$ cat config.mk
export PLATFORM = sky130hd
export DESIGN_NAME = piggy_txn_ctrl
export DESIGN_NICKNAME = d
export VERILOG_FILES = /design/src/rtl/piggy_pkg.sv /design/src/rtl/piggy_lockout_timer.sv /design/src/rtl/piggy_txn_ctrl.sv
export SDC_FILE = /design/constraint.sdc
export NUM_CORES = 1
export LEC_CHECK = 0
export ABC_AREA = 1
export CORE_MARGIN = 1.5
export CORE_UTILIZATION = 40
export CTS_BUF_LIST = sky130_fd_sc_hd__clkbuf_8
export CTS_CLUSTER_DIAMETER = 40
export DETAILED_ROUTE_END_ITERATION = 8
export PLACE_DENSITY = 0.66
export SLEW_MARGIN = 20
export SYNTH_ARGS = -nofsm -noshare
export SYNTH_HDL_FRONTEND = slang
export SYNTH_SLANG_ARGS = --single-unit
$ cat constraint.sdc
create_clock -name clk -period 2.5 [get_ports clk]
set_input_delay 0.375 -clock clk [delete_from_list [all_inputs] [get_ports clk]]
set_output_delay 0.375 -clock clk [all_outputs]
set_load 0.1 [all_outputs]
$ cat src/rtl/piggy_pkg.sv
// Shared types for the piggy-bank controller: FSM state encoding and coin denominations.
// The coin_value() helper maps a 2-bit denomination code to its value in balance units.
package piggy_pkg;

    typedef enum logic [2:0] {
        ST_IDLE    = 3'd0,
        ST_ADD     = 3'd1,
        ST_SUB     = 3'd2,
        ST_RESP    = 3'd3,
        ST_LOCKOUT = 3'd4
    } piggy_state_t;

    localparam int DEF_BAL_W = 8;

    localparam logic [1:0] DENOM_1  = 2'b00;
    localparam logic [1:0] DENOM_5  = 2'b01;
    localparam logic [1:0] DENOM_10 = 2'b10;
    localparam logic [1:0] DENOM_25 = 2'b11;

    function automatic logic [DEF_BAL_W-1:0] coin_value(input logic [1:0] denom);
        logic [DEF_BAL_W-1:0] val;
        case (denom)
            DENOM_1:  val = DEF_BAL_W'(1);
            DENOM_5:  val = DEF_BAL_W'(5);
            DENOM_10: val = DEF_BAL_W'(10);
            default:  val = DEF_BAL_W'(25);
        endcase
        return val;
    endfunction

endpackage

$ cat src/rtl/piggy_lockout_timer.sv
// Lockout countdown: load sets LOCK_CYCLES-1, then decrements once per enabled cycle while dec_i.
// done_o is high when the count has reached zero; ena=0 freezes the count.
module piggy_lockout_timer
    import piggy_pkg::*;
#(
    parameter int LOCK_CYCLES = 16
) (
    input  logic clk,
    input  logic rst_n,
    input  logic ena,
    input  logic load_i,
    input  logic dec_i,
    output logic done_o
);

    localparam int CNT_W = (LOCK_CYCLES > 1) ? $clog2(LOCK_CYCLES) : 1;
    localparam logic [CNT_W-1:0] LOAD_VAL = CNT_W'(LOCK_CYCLES - 1);

    logic [CNT_W-1:0] cnt_q;

    always_ff @(posedge clk) begin
        if (!rst_n) begin
            cnt_q <= '0;
        end else if (ena) begin
            if (load_i) begin
                cnt_q <= LOAD_VAL;
            end else if (dec_i && (cnt_q != '0)) begin
                cnt_q <= cnt_q - CNT_W'(1);
            end
        end
    end

    assign done_o = (cnt_q == '0);

endmodule

$ cat src/rtl/piggy_txn_ctrl.sv
// Piggy-bank transaction controller: accepts deposits/withdrawals, answers with a 1-cycle ack/deny.
// Accept edge N, balance update at N+1, IDLE again after N+2; requests are held by the requester.
module piggy_txn_ctrl
    import piggy_pkg::*;
#(
    parameter int         BAL_W       = 8,
    parameter logic [3:0] UNLOCK_CODE = 4'hA,
    parameter int         MAX_FAILS   = 3,
    parameter int         LOCK_CYCLES = 16
) (
    input  logic             clk,
    input  logic             rst_n,
    input  logic             ena,
    input  logic             coin_valid,
    input  logic [1:0]       coin_denom,
    input  logic             wd_req,
    input  logic [BAL_W-1:0] wd_amt,
    input  logic [3:0]       wd_code,
    output logic [BAL_W-1:0] balance,
    output logic             busy,
    output logic             ack,
    output logic             deny,
    output logic             locked
);

    localparam int FC_W = (MAX_FAILS > 1) ? $clog2(MAX_FAILS + 1) : 1;
    localparam logic [FC_W-1:0]  MAX_FAILS_C = FC_W'(MAX_FAILS);
    localparam logic [BAL_W:0]   MAX_BAL     = {1'b0, {BAL_W{1'b1}}};

    piggy_state_t     state_q;
    logic [BAL_W-1:0] bal_q;
    logic [FC_W-1:0]  fail_cnt_q;
    logic             lock_pend_q;
    logic [1:0]       denom_q;
    logic [BAL_W-1:0] amt_q;
    logic [3:0]       code_q;
    logic             busy_q;
    logic             ack_q;
    logic             deny_q;
    logic             locked_q;

    logic [BAL_W:0]   add_sum;
    logic [FC_W-1:0]  fail_inc;
    logic             lock_done;
    logic             lock_load;

    // One extra bit so an overflowing deposit is detected rather than wrapped.
    assign add_sum   = {1'b0, bal_q} + (BAL_W+1)'(coin_value(denom_q));
    assign fail_inc  = fail_cnt_q + FC_W'(1);
    assign lock_load = (state_q == ST_RESP) && lock_pend_q;

    piggy_lockout_timer #(
        .LOCK_CYCLES(LOCK_CYCLES)
    ) u_lockout_timer (
        .clk    (clk),
        .rst_n  (rst_n),
        .ena    (ena),
        .load_i (lock_load),
        .dec_i  (state_q == ST_LOCKOUT),
        .done_o (lock_done)
    );

    always_ff @(posedge clk) begin
        if (!rst_n) begin
            state_q     <= ST_IDLE;
            bal_q       <= '0;
            fail_cnt_q  <= '0;
            lock_pend_q <= 1'b0;
            denom_q     <= '0;
            amt_q       <= '0;
            code_q      <= '0;
            busy_q      <= 1'b0;
            ack_q       <= 1'b0;
            deny_q      <= 1'b0;
            locked_q    <= 1'b0;
        end else if (ena) begin
            ack_q  <= 1'b0;
            deny_q <= 1'b0;
            case (state_q)
                ST_IDLE: begin
                    // Deposits take priority; a simultaneous withdrawal stays pending.
                    if (coin_valid) begin
                        state_q <= ST_ADD;
                        busy_q  <= 1'b1;
                        denom_q <= coin_denom;
                    end else if (wd_req) begin
                        state_q <= ST_SUB;
                        busy_q  <= 1'b1;
                        amt_q   <= wd_amt;
                        code_q  <= wd_code;
                    end
                end
                ST_ADD: begin
                    state_q <= ST_RESP;
                    if (add_sum > MAX_BAL) begin
                        deny_q <= 1'b1;
                    end else begin
                        bal_q <= add_sum[BAL_W-1:0];
                        ack_q <= 1'b1;
                    end
                end
                ST_SUB: begin
                    state_q <= ST_RESP;
                    if (code_q != UNLOCK_CODE) begin
                        deny_q     <= 1'b1;
                        fail_cnt_q <= fail_inc;
                        if (fail_inc == MAX_FAILS_C) begin
                            lock_pend_q <= 1'b1;
                        end
                    end else if (amt_q > bal_q) begin
                        deny_q <= 1'b1;
                    end else begin
                        bal_q      <= bal_q - amt_q;
                        ack_q      <= 1'b1;
                        fail_cnt_q <= '0;
                    end
                end
                ST_RESP: begin
                    if (lock_pend_q) begin
                        state_q     <= ST_LOCKOUT;
                        locked_q    <= 1'b1;
                        lock_pend_q <= 1'b0;
                    end else begin
                        state_q <= ST_IDLE;
                        busy_q  <= 1'b0;
                    end
                end
                ST_LOCKOUT: begin
                    if (lock_done) begin
                        state_q    <= ST_IDLE;
                        busy_q     <= 1'b0;
                        locked_q   <= 1'b0;
                        fail_cnt_q <= '0;
                    end
                end
                default: begin
                    state_q <= ST_IDLE;
                    busy_q  <= 1'b0;
                end
            endcase
        end
    end

    assign balance = bal_q;
    assign busy    = busy_q;
    assign ack     = ack_q;
    assign deny    = deny_q;
    assign locked  = locked_q;

endmodule
==> key figures <==
Outcome
  • Status: finished clean

STA
  • Worst slew margin: 0.677
  • Final setup fails: 0
  • RSZ-0062 raised after global routing: no
  • Fmax: 0.448 GHz
  • Setup WS post-layout: 0.268 ns
  • Fin Setup TNS: 0 ns
  • Final Hold Viols: 0
  • Clock Skew: 0.00439 ns
  • Final worst path period share: 0.893
  • Post-layout minimum cycle time: 2.23 ns
  • Slew at the pin with the worst max-slew slack: 0.483 ns
  • Slew Limit Fails: 0
  • Fin Hold WS: 0.462 ns

Clock network
  • Clock latency on the worst-skew pair: 0.28 ns
  • Hold buffers post-CTS: 0
  • H-tree depth: 2
  • Clock-pin slew on the worst setup and hold paths: 0.07 ns
  • CTS Buf Count: 5
  • CTS tree: done
  • Clock sink total: 36
  • Clock Path Buffers: 2
  • Root cell of the clock tree: clkbuf_8

Critical path
  • CP arrival: 2.45 ns
  • Register-to-Register Path Depth: 14
  • CP Class: reg -> reg
  • Crit end category: flop
  • Worst EP required: 2.72 ns
  • Setup crit start kind: flop
  • Worst-path maximum fanout: 8

Global routing
  • Overall Global Routing Usage: 0.199
  • First-pass GRT wire length: 9880 um
  • Initial antenna violation count: 0
  • Gr ovfl total: 0
  • M1 GR Usage: 0.263
  • Global Route met3 Usage: 0.0354
  • Vias in the first global route: 2201
  • Pin count of the biggest net entering global routing: 16
  • Global routing usage on met2: 0.327
  • Busiest grt layer: met2

Worst hold path
  • Hold Path Class: reg -> reg
  • WHS Path Cells: 2

Drt
  • Iter 0 DRT Violations: 116
  • Post-route ant nets: 0
  • First-pass DRT Iterations: 4
  • Total number of vias: 2366
  • Residual DRC count: 0
  • Post-Route WL: 5910 um
  • Vias per cell: 4.93
  • Routed len/inst: 12.3 um

Floorplan
  • Row Count: 27
  • IO Count: 31
  • Starting Density: 0.422
  • DIE HEIGHT: 79.9 um
  • Die extent in x: 79.9 um
  • Core area: 5610 um^2
  • Die ar.: 6390 um^2

Cells and area
  • Highest-count cells in the layout ignoring fill and taps: nand2_1 (92), inv_1 (61), nor2_1 (36)
  • Ant diodes: 0
  • Area Overhead vs Synth: 19.8%
  • Net count, final: 446
  • Share of layout cells above drive strength 1: 0.113
  • Commonest non-fill, non-tap cell in the layout: nand2_1

Power and ir drop
  • Peak VDD IR: 0.342 mV
  • Leak Pwr: 1.38 nW
  • Cell area power density: 501 nW/um^2

Logic synthesis
  • Synth Register Bits: 36
  • Synth Warn #: 0
  • Post-Syn Nets: 408
  • Sequential share of the synthesized area: 0.304
  • Async set-or-reset flop fraction in the synthesized netlist: 0
  • Synthesized area per cell: 6.36 um^2
  • Synth cell types: 30
  • EDFF count, synth: 0
  • Top_reg_cell synth: dfxtp_1
  • Mapped Area: 2370 um^2
  • Cells after synthesis: 372

Run
  • Max Cap Viol: 0

Place
  • DP Worst Slack: 0.129 ns
  • Hpwl dp: 4730 um
  • GP Congestion: 0.866
  • I/O Buffers: 30
where the power goes:
group / switching [mW] / internal (mW) / total, mW
Clock: 0.190 / 0.179 / 0.369
Sequential: 0.0207 / 0.604 / 0.624
Combinational: 0.282 / 0.145 / 0.427
critical path: stages, from the launching register on:
cell     delay, ns
dfxtp_1       0.37
inv_1         0.08
nor2_2        0.16
inv_1         0.07
ha_1          0.22
fa_2          0.38
nand3_1       0.09
nand3_1       0.11
nand2_1       0.11
nand3_2       0.11
nand2_1       0.11
nand2_2       0.11
nand2_1       0.09
nand2_1       0.05
a21oi_1       0.10
routing by layer:
metal	up-vias	routed length (um)
met5	-	0
met4	0	70
met3	6	221
met2	42	2760
met1	1057	2860
li1	1261	-
state kept, by name, summed over array words and instances, names as in the netlist:
register,count
locked,1
balance,8
deny,1
state_q,3
busy,1
code_q,4
u_lockout_timer.cnt_q,4
lock_pend_q,1
ack,1
fail_cnt_q,2
denom_q,2
amt_q,8
logic make-up (layout without fill, tap and decap cells):
group | count (synthesis) | count (layout) | share of synthesized area
AO/OA/AOI/OAI | 66 | 67 | 0.150
XOR/XNOR | 2 | 2 | 0.00740
adder cells (fa/ha/maj) | 17 | 17 | 0.0962
buffers and inverters | 73 | 108 | 0.117
flip-flops | 36 | 36 | 0.304
AND/OR/NAND/NOR | 178 | 178 | 0.325
cell usage after synthesis, drive strengths merged (2+ instances only):
library cell | number | share of area
dfxtp | 36 | 0.30
nor3 | 6 | 0.015
nor2 | 40 | 0.069
a21oi | 31 | 0.070
nand4 | 9 | 0.024
buf | 2 | 0.0042
clkinv | 2 | 0.0032
ha | 15 | 0.079
nand3 | 24 | 0.053
a31oi | 3 | 0.0079
o21ai | 30 | 0.065
clkbuf | 5 | 0.0085
fa | 2 | 0.017
inv | 64 | 0.10
nand2 | 98 | 0.16
cell type report:
| class | count | area, um^2 |
|---|---|---|
| inverters | 66 | 248 |
| repair buffers | 37 | 323 |
| multi-input cells | 264 | 1380 |
| fillers | 597 | 2770 |
| well taps | 72 | 90.1 |
| flip-flops and latches | 36 | 723 |
| clock buffers | 5 | 68.8 |
worst paths after layout:
path	from	to	slack, ns
worst min-delay path	amt_q[7]	amt_q[7]	0.46
worst min register to register	amt_q[7]	amt_q[7]	0.46
worst max register to register	denom_q[1]	balance[0]	0.27
worst max-delay path	denom_q[1]	balance[0]	0.27
through the flow:
step / area [um^2] / instances / total power [mW] / utilization
3_3_place_gp: 2750 / 473 / 1.05 / 0.490
5_1_grt: 2840 / 480 / 1.51 / 0.506
4_1_cts: 2810 / 478 / 1.43 / 0.502
2_1_floorplan: 2370 / 372 / 0.946 / -
6_report: 2840 / 480 / 1.42 / 0.506
3_5_place_dp: 2750 / 473 / 1.06 / 0.490
repair_timing:
item                                    in CTS  in global routing
gates resized for setup                      0                  2
endpoints found under the setup margin       0                  9
setup buffers                                0                  1
Note: power is estimated with default switching activity, not from simulation.
